[src/rtl/seq_1010_tx.sv]
// seq_1010_tx: serial pattern transmitter.
// Sends a frame of repeat_cnt copies of PATTERN, MSB first, with gap_len
// filler bits between consecutive copies. A frame is requested with start
// while ready is high and ends with a one-cycle done pulse. abort cuts a
// frame short without done.
// Ports:
//   clk        - clock, rising edge
//   reset      - synchronous active-low reset
//   start      - frame request, sampled only while ready=1
//   repeat_cnt - patterns per frame (latched on accepted start)
//   gap_len    - filler bits between patterns (latched on accepted start)
//   filler     - value of the gap bits (latched on accepted start)
//   abort      - terminate the frame in progress
//   ready      - idle, a start will be accepted
//   d, d_valid - serial data and its qualifier
//   last       - final bit of the final pattern
//   done       - one-cycle pulse after a completed frame
//   pat_cnt    - patterns fully sent in the current or most recent frame
module seq_1010_tx #(
  parameter int             PAT_W   = 4,
  parameter logic [PAT_W-1:0] PATTERN = 4'b1010,
  parameter int             CNT_W   = 8,
  parameter int             GAP_W   = 4
) (
  input  logic             clk,
  input  logic             reset,
  input  logic             start,
  input  logic [CNT_W-1:0] repeat_cnt,
  input  logic [GAP_W-1:0] gap_len,
  input  logic             filler,
  input  logic             abort,
  output logic             ready,
  output logic             d,
  output logic             d_valid,
  output logic             last,
  output logic             done,
  output logic [CNT_W-1:0] pat_cnt
);

  localparam int IDX_W = (PAT_W > 1) ? $clog2(PAT_W) : 1;
  localparam logic [IDX_W-1:0] IDX_TOP = IDX_W'(PAT_W - 1);

  typedef enum logic [1:0] {IDLE, SEND, GAP, DONE} state_t;

  state_t           state_q, state_d;
  logic [IDX_W-1:0] idx_q, idx_d;
  logic [GAP_W-1:0] gcnt_q, gcnt_d;
  logic [CNT_W-1:0] pcnt_q, pcnt_d;
  logic [CNT_W-1:0] rep_q, rep_d;
  logic [GAP_W-1:0] gap_q, gap_d;
  logic             fill_q, fill_d;
  logic [CNT_W-1:0] pcnt_inc;

  logic ready_q, ready_d;
  logic d_q, d_d;
  logic d_valid_q, d_valid_d;
  logic last_q, last_d;
  logic done_q, done_d;

  always_comb begin
    state_d  = state_q;
    idx_d    = idx_q;
    gcnt_d   = gcnt_q;
    pcnt_d   = pcnt_q;
    rep_d    = rep_q;
    gap_d    = gap_q;
    fill_d   = fill_q;
    pcnt_inc = pcnt_q + CNT_W'(1);

    case (state_q)
      IDLE: begin
        // abort has no meaning here; only start is looked at
        if (start) begin
          rep_d  = repeat_cnt;
          gap_d  = gap_len;
          fill_d = filler;
          pcnt_d = '0;
          if (repeat_cnt != '0) begin
            idx_d   = IDX_TOP;
            state_d = SEND;
          end else begin
            state_d = DONE;
          end
        end
      end
      SEND: begin
        if (abort) begin
          state_d = IDLE;
        end else if (idx_q == '0) begin
          pcnt_d = pcnt_inc;
          if (pcnt_inc == rep_q) begin
            state_d = DONE;
          end else if (gap_q == '0) begin
            idx_d = IDX_TOP;               // back-to-back patterns
          end else begin
            gcnt_d  = gap_q;
            state_d = GAP;
          end
        end else begin
          idx_d = idx_q - IDX_W'(1);
        end
      end
      GAP: begin
        if (abort) begin
          state_d = IDLE;
          gcnt_d  = '0;
        end else if (gcnt_q <= GAP_W'(1)) begin
          gcnt_d  = '0;
          idx_d   = IDX_TOP;
          state_d = SEND;
        end else begin
          gcnt_d = gcnt_q - GAP_W'(1);
        end
      end
      default: state_d = IDLE;              // DONE lasts one cycle
    endcase

    // Outputs are computed from the next-state values so they can be
    // registered and still line up with the state they describe.
    ready_d   = (state_d == IDLE);
    d_valid_d = (state_d == SEND) || (state_d == GAP);
    done_d    = (state_d == DONE);
    d_d       = 1'b0;
    if (state_d == SEND)     d_d = PATTERN[idx_d];
    else if (state_d == GAP) d_d = fill_d;
    last_d = (state_d == SEND) && (idx_d == '0) &&
             ((pcnt_d + CNT_W'(1)) == rep_d);
  end

  always_ff @(posedge clk) begin
    if (!reset) begin
      state_q   <= IDLE;
      idx_q     <= '0;
      gcnt_q    <= '0;
      pcnt_q    <= '0;
      rep_q     <= '0;
      gap_q     <= '0;
      fill_q    <= 1'b0;
      ready_q   <= 1'b1;
      d_q       <= 1'b0;
      d_valid_q <= 1'b0;
      last_q    <= 1'b0;
      done_q    <= 1'b0;
    end else begin
      state_q   <= state_d;
      idx_q     <= idx_d;
      gcnt_q    <= gcnt_d;
      pcnt_q    <= pcnt_d;
      rep_q     <= rep_d;
      gap_q     <= gap_d;
      fill_q    <= fill_d;
      ready_q   <= ready_d;
      d_q       <= d_d;
      d_valid_q <= d_valid_d;
      last_q    <= last_d;
      done_q    <= done_d;
    end
  end

  assign ready   = ready_q;
  assign d       = d_q;
  assign d_valid = d_valid_q;
  assign last    = last_q;
  assign done    = done_q;
  assign pat_cnt = pcnt_q;

endmodule

[config.mk]
export PLATFORM = sky130hd
export DESIGN_NAME = seq_1010_tx
export DESIGN_NICKNAME = d
export VERILOG_FILES = /design/src/rtl/seq_1010_tx.sv
export SDC_FILE = /design/constraint.sdc
export NUM_CORES = 1
export LEC_CHECK = 0
export ABC_CLOCK_PERIOD_IN_PS = 3600
export CORE_MARGIN = 2
export CORE_UTILIZATION = 54
export CTS_BUF_LIST = sky130_fd_sc_hd__clkbuf_4 sky130_fd_sc_hd__clkbuf_8
export CTS_CLUSTER_DIAMETER = 200
export DETAILED_ROUTE_END_ITERATION = 6
export PLACE_DENSITY_LB_ADDON = 0.2
export SKIP_LAST_GASP = 1
export SLEW_MARGIN = 20
export SYNTH_ARGS = -nofsm -noshare
export SYNTH_HDL_FRONTEND = slang
export SYNTH_SLANG_ARGS = --single-unit
[constraint.sdc]
create_clock -name clk -period 3.6 [get_ports clk]
set_input_delay 0.72 -clock clk [delete_from_list [all_inputs] [get_ports clk]]
set_output_delay 0.72 -clock clk [all_outputs]
set_load 0.02 [all_outputs]
# [After elaboration in Yosys (flattened, before gate mapping)]
# Index checks and enable logic that the tools add are counted.
[totals] out_inout_bits=13 regBits=34 elab_cells=78
[op_classes] n_mux=37 n_eq_ne=11 addsub=4 reduce_logical=12 n_lt_le_gt_ge=2
[op_table] cell="8-bit two-way mux" count=5
[op_table] cell="2-bit two-way mux" count=16
[op_table] cell="4-bit two-way mux" count=6
[op_table] cell="8-bit by 1-bit adder with 8-bit output (second input constant)" count=2
[op_table] cell="8-bit == test" count=2
[op_table] cell="8-bit case mux with 2 select lines" count=1
[op_table] cell="2-bit case mux with 3 select lines" count=2
[op_table] cell="2-bit logical NOT" count=4
[op_table] cell="2-bit != test (second input constant)" count=4
[op_table] cell="4-bit case mux with 2 select lines" count=1
[op_table] cell="8-bit nonzero test" count=1
[op_table] cell="2-bit == test (second input constant)" count=3
[op_table] cell="1-bit two-way mux" count=5
[op_table] cell="5-bit AND reduction" count=1
[op_table] cell="2-bit by 1-bit == test with 1-bit output (second input constant)" count=2
[op_table] cell="4-bit by 1-bit <= comparator with 1-bit output (second input constant)" count=1
[op_table] cell="4-bit logical NOT" count=1
[op_table] cell="4-bit by 1-bit subtractor with 4-bit output (second input constant)" count=1
[op_table] cell="2-bit by 3-bit less-than comparator with 1-bit output (second input constant)" count=1
[op_table] cell="1-bit binary-select mux with 2-bit select" count=1
[op_table] cell="1-bit logical AND" count=2
[op_table] cell="2-bit AND reduction" count=1
[op_table] cell="2-bit nonzero test" count=1
[op_table] cell="2-bit by 1-bit subtractor with 2-bit output (second input constant)" count=1
[op_table] cell="1-bit logical OR" count=1

# [Longest topological paths before layout]
[depth] ltp_word=9 ltp_mapped=12

# [Worst setup path before layout]
# No wires, ideal clock.
[synth_path] kind="input to register" from="input start" to="register last_q (netlist: last)" setup_time_ns=0.061 arrival_ns=2.903 stages=9 slack_ns=0.637 n_path_buf=2 required_ns=3.539 path_cell_list="nor3b_1 -> clkbuf_1 -> buf_1 -> nor2_1 -> ha_1 -> and3_1 -> a41oi_1 -> xnor2_1 -> and4_1"
[synth_via] elab_chain_cells=5
[synth_rtl] element="start, declared" line_no="27" source="input logic start,"
[synth_rtl] element="8-bit two-way mux" line_no="73" source="if (start) begin"
[synth_rtl] element="8-bit case mux with 2 select lines" line_no="70" source="case (state_q)"
[synth_rtl] element="net pcnt_d[1]" line_no="48" source="logic [CNT_W-1:0] pcnt_q, pcnt_d;"
[synth_rtl] element="8-bit by 1-bit adder with 8-bit output" line_no="127" source="((pcnt_d + CNT_W'(1)) == rep_d);"
[synth_rtl] element="8-bit == test" line_no="127"
[synth_rtl] element="1-bit logical AND" line_no="126" source="last_d = (state_d == SEND) && (idx_d == '0) &&"
[synth_rtl] element="end signal, assigned" line_no="155" source="last_q <= last_d;"
[synth_rtl] element="end, declared" line_no="57" source="logic last_q, last_d;"
# The timed path passes the listed nets, and every way through them passes these cells.
# A chain may end at the register's enable or synchronous reset.

# [Final worst setup path]
[layout_path] from="input abort" to="register last_q (netlist: last)"
[layout_via] elab_chain_cells=5
[layout_rtl] element="start, declared" line_no="31" source="input logic abort,"
[layout_rtl] element="8-bit two-way mux (tied with other cells)" line_no="87" source="if (abort) begin"
[layout_rtl] element="8-bit case mux with 2 select lines / 2-bit case mux with 3 select lines (equally long branches)" line_no="70"
[layout_rtl] element="8-bit by 1-bit adder with 8-bit output (tied with other cells)" line_no="127"
[layout_rtl] element="8-bit == test / 1-bit logical AND (equally long branches)" line_no="127, 126"
[layout_rtl] element="1-bit logical AND (*)" line_no="126"
# Every way passes the cells marked *; elsewhere a longest branch is shown, timed or not.

==> implementation parameters <==
Parameter                              Value

Run status
  Status ... completed

Synthesis
  Leading cell types by count after synthesis ... sky130_fd_sc_hd__dfxtp_1 (34), sky130_fd_sc_hd__nand2_1 (33), sky130_fd_sc_hd__nor2_1 (26)
  Ranking of synthesized cells by area ... sky130_fd_sc_hd__dfxtp_1 (31%), sky130_fd_sc_hd__nand2_1 (5.7%), sky130_fd_sc_hd__xor2_1 (4.8%)
  Syn. warnings ... 0
  Flops & latches, synth ... 34
  Instance count of the mapped netlist ... 270
  Cell with the most instances after synthesis ... sky130_fd_sc_hd__dfxtp_1
  Async S/R FF share, synth ... 0
  Post-Synthesis Mean Instance Area ... 8.07 um^2
  Fraction of the yosys area taken by sequential cells ... 0.312
  Number of enable-type register cells in the synthesized netlist ... 0
  Area share of the leading cell type in the synthesized netlist ... 0.312
  Number of distinct library cells after synthesis ... 52
  Post-synthesis cell type with the largest combined area ... sky130_fd_sc_hd__dfxtp_1
  Total nets after synthesis ... 295
  Cell area after synthesis ... 2180 um^2
  Most common flop cell mapped by yosys ... sky130_fd_sc_hd__dfxtp_1

Place
  HPWL after detailed placement ... 3.98 mm
  Global placer's final weighted congestion ... 0.980
  DP Worst Slack ... 246 ps
  Post-placement cell count ... 346
  Placed inst area ... 2550 um^2
  Buffers on Ports ... 29

Route
  DRC violation count after routing ... 0
  Total length of routed wires ... 5.37 mm
  First-pass iteration count of the detailed router ... 5
  Vias ... 2060
  Via-to-Cell Ratio ... 5.82
  Iter 0 DRT Violations ... 167
  Antenna-violating nets left ... 0
  WL per Instance ... 15.2 um

CTS
  Clock tree from TritonCTS ... yes
  Clock insertion delay at the later pin of the skew report ... 300 ps
  Resize count post-CTS ... 0
  Hold-fix buffers, CTS ... 0
  Clock H-tree levels ... 2
  CTS Root Cell ... sky130_fd_sc_hd__clkbuf_8
  Number of CTS-inserted buffers ... 5
  Number of buffers added for setup after CTS ... 0
  Clock edge transition at the registers on the reported setup and hold paths ... 70 ps
  Clock sinks ... 34
  Maximum root-to-sink buffer count ... 2

STA
  Post-route minimum period ... 3060 ps
  Setup repair after global routing missed its margin ... false
  Crit path setup slack, layout ... 544 ps
  Tcrit/Tclk final ... 0.849
  Final setup TNS ... 0 ps
  Transition time of the tightest slew-check pin ... 755 ps
  # setup viols final ... 0
  Skew final ... 4.78 ps
  Worst slew margin relative to its limit ... 0.496
  Count of final hold-check violations ... 0
  Max Clk Rate ... 327 MHz
  Pins over their slew limit ... 0

Global route
  Final global-route overflow total ... 0
  Largest net degree at the start of global routing ... 23
  Number of antenna violations at the first check in global routing ... 0
  Global-route wire length before repair ... 8.75 mm
  Global-route usage over all layers ... 0.261
  Number of global-route vias before repair ... 1833

Pwr
  Leakage dissipation ... 0.00105 uW
  IR drop worst, VDD ... 210 uV
  Power per Cell Area ... 379 nW/um^2
  Total chip power ... 1020 uW

Floorplanning
  Die outline area ... 4560 um^2
  Initial core utilization ... 0.553
  Io pins ... 30
  Number of cell rows ... 23
  Height of the die ... 67.5 um
  Core region area ... 3940 um^2
  Width of the chip ... 67.5 um

Worst setup path
  Worst path slowest cell ... sky130_fd_sc_hd__or4_4
  Critical Path End Type ... flip-flop
  Crit path cell chain ... clkdlybuf4s50_1, or3b_1, or4_4, a22oi_4, nand3_1, or3_1, a211oi_1, and4_1
  Largest driver fanout on the critical path ... 7
  Slowest cell delay on critical path ... 550 ps
  Data required time at the worst endpoint ... 3840 ps
  Arr. time, crit path ... 3300 ps
  Kind of start point of the critical path ... input port
  Setup Crit Path Kind ... input port to flip-flop

Hold path
  Class of the tightest hold or removal check ... flip-flop to flip-flop

Finish
  Count of filler cells inserted in the layout ... 312
  Final Cell Area ... 2690 um^2
  Multi-input gate area ... 1430 um^2
  Share of layout cells above drive strength 1 ... 0.0987
  Area added between synthesis and finish ... 23.4%
  Number of nets in the finished design ... 328
  Final antenna diode count ... 0
  Register cell area after layout ... 681 um^2
  Number of cells in the finished layout apart from fillers ... 354

Flow run
  Max Cap Viol ... 0
==> sequential cells by signal, indices dropped and copies added (netlist names), 2 cells and up <==
| register | cells |
|---|---|
| pat_cnt | 8 |
| idx_q | 2 |
| gcnt_q | 4 |
| gap_q | 4 |
| rep_q | 8 |
| state_q | 2 |
==> cell families after synthesis <==
family,count (synthesis),share of synthesized area
buffers and inverters,18,0.0350
adder cells (fa/ha/maj),8,0.0459
AND/OR/NAND/NOR,129,0.313
flip-flops,34,0.312
multiplexers,10,0.0465
AO/OA/AOI/OAI,49,0.159
XOR/XNOR,22,0.0884
==> power breakdown <==
group	switching, uW	internal, uW	total [uW]
sequential	17.6	395	412
combinational	95.3	81.3	177
clock	152	277	430
total	265	753	1020
==> critical path: cells and delay by family <==
kind | cells | cell delay (ps)
compound gates | 2 | 450
simple gates | 5 | 1710
buf+inv | 1 | 410
==> through the flow <==
stage	utilization	hold WS [ps]
after CTS	0.682	463
final	0.682	463
after global placement	0.647	451
after floorplan	-	437
after global routing	0.682	482
after detailed placement	0.647	453
==> final cells by class <==
type | count | share of cell area
repair buffers | 38 | 0.133
well taps | 50 | 0.0233
flip-flops and latches | 34 | 0.253
multi-input cells | 218 | 0.531
inverters | 6 | 0.00838
clock inverters | 3 | 0.0256
clock buffers | 5 | 0.0256
==> per-layer routing <==
layer / track usage / part of all wire / up-vias
met5: 0 / 0 / -
met1: 0.371 / 0.47 / 939
met4: 0.0918 / 0.020 / 0
met2: 0.391 / 0.43 / 82
li1: - / - / 1028
met3: 0.0533 / 0.078 / 11
==> layout by cell type, fill, tap and decap left out, drive strengths merged, types with 3 or more instances in the layout <==
cell,n
a211oi,4
a21oi,13
a31oi,3
and2,9
and3,5
buf,9
clkbuf,5
clkdlybuf4s50,29
dfxtp,34
ha,8
inv,6
mux2i,9
nand2,33
nand2b,7
nand3,8
nand4,3
nor2,26
nor3,12
nor3b,3
nor4,3
o211ai,3
o21a,3
o21ai,9
or3,3
or3b,4
or4,4
xnor2,10
xor2,12
==> final timing paths <==
| kind | start | to | slack, ps | cells after the start |
|---|---|---|---|---|
| hold reg to reg | fill_q$_SDFF_PN0_ | fill_q$_SDFF_PN0_ | 460 | 2 |
| setup reg to reg | pat_cnt[0]$_SDFF_PN0_ | last$_SDFF_PN0_ | 670 | 12 |
| hold / removal | fill_q$_SDFF_PN0_ | fill_q$_SDFF_PN0_ | 460 | 2 |
| setup / recovery | abort | last$_SDFF_PN0_ | 540 | 8 |
(Power assumes the default switching activity.)
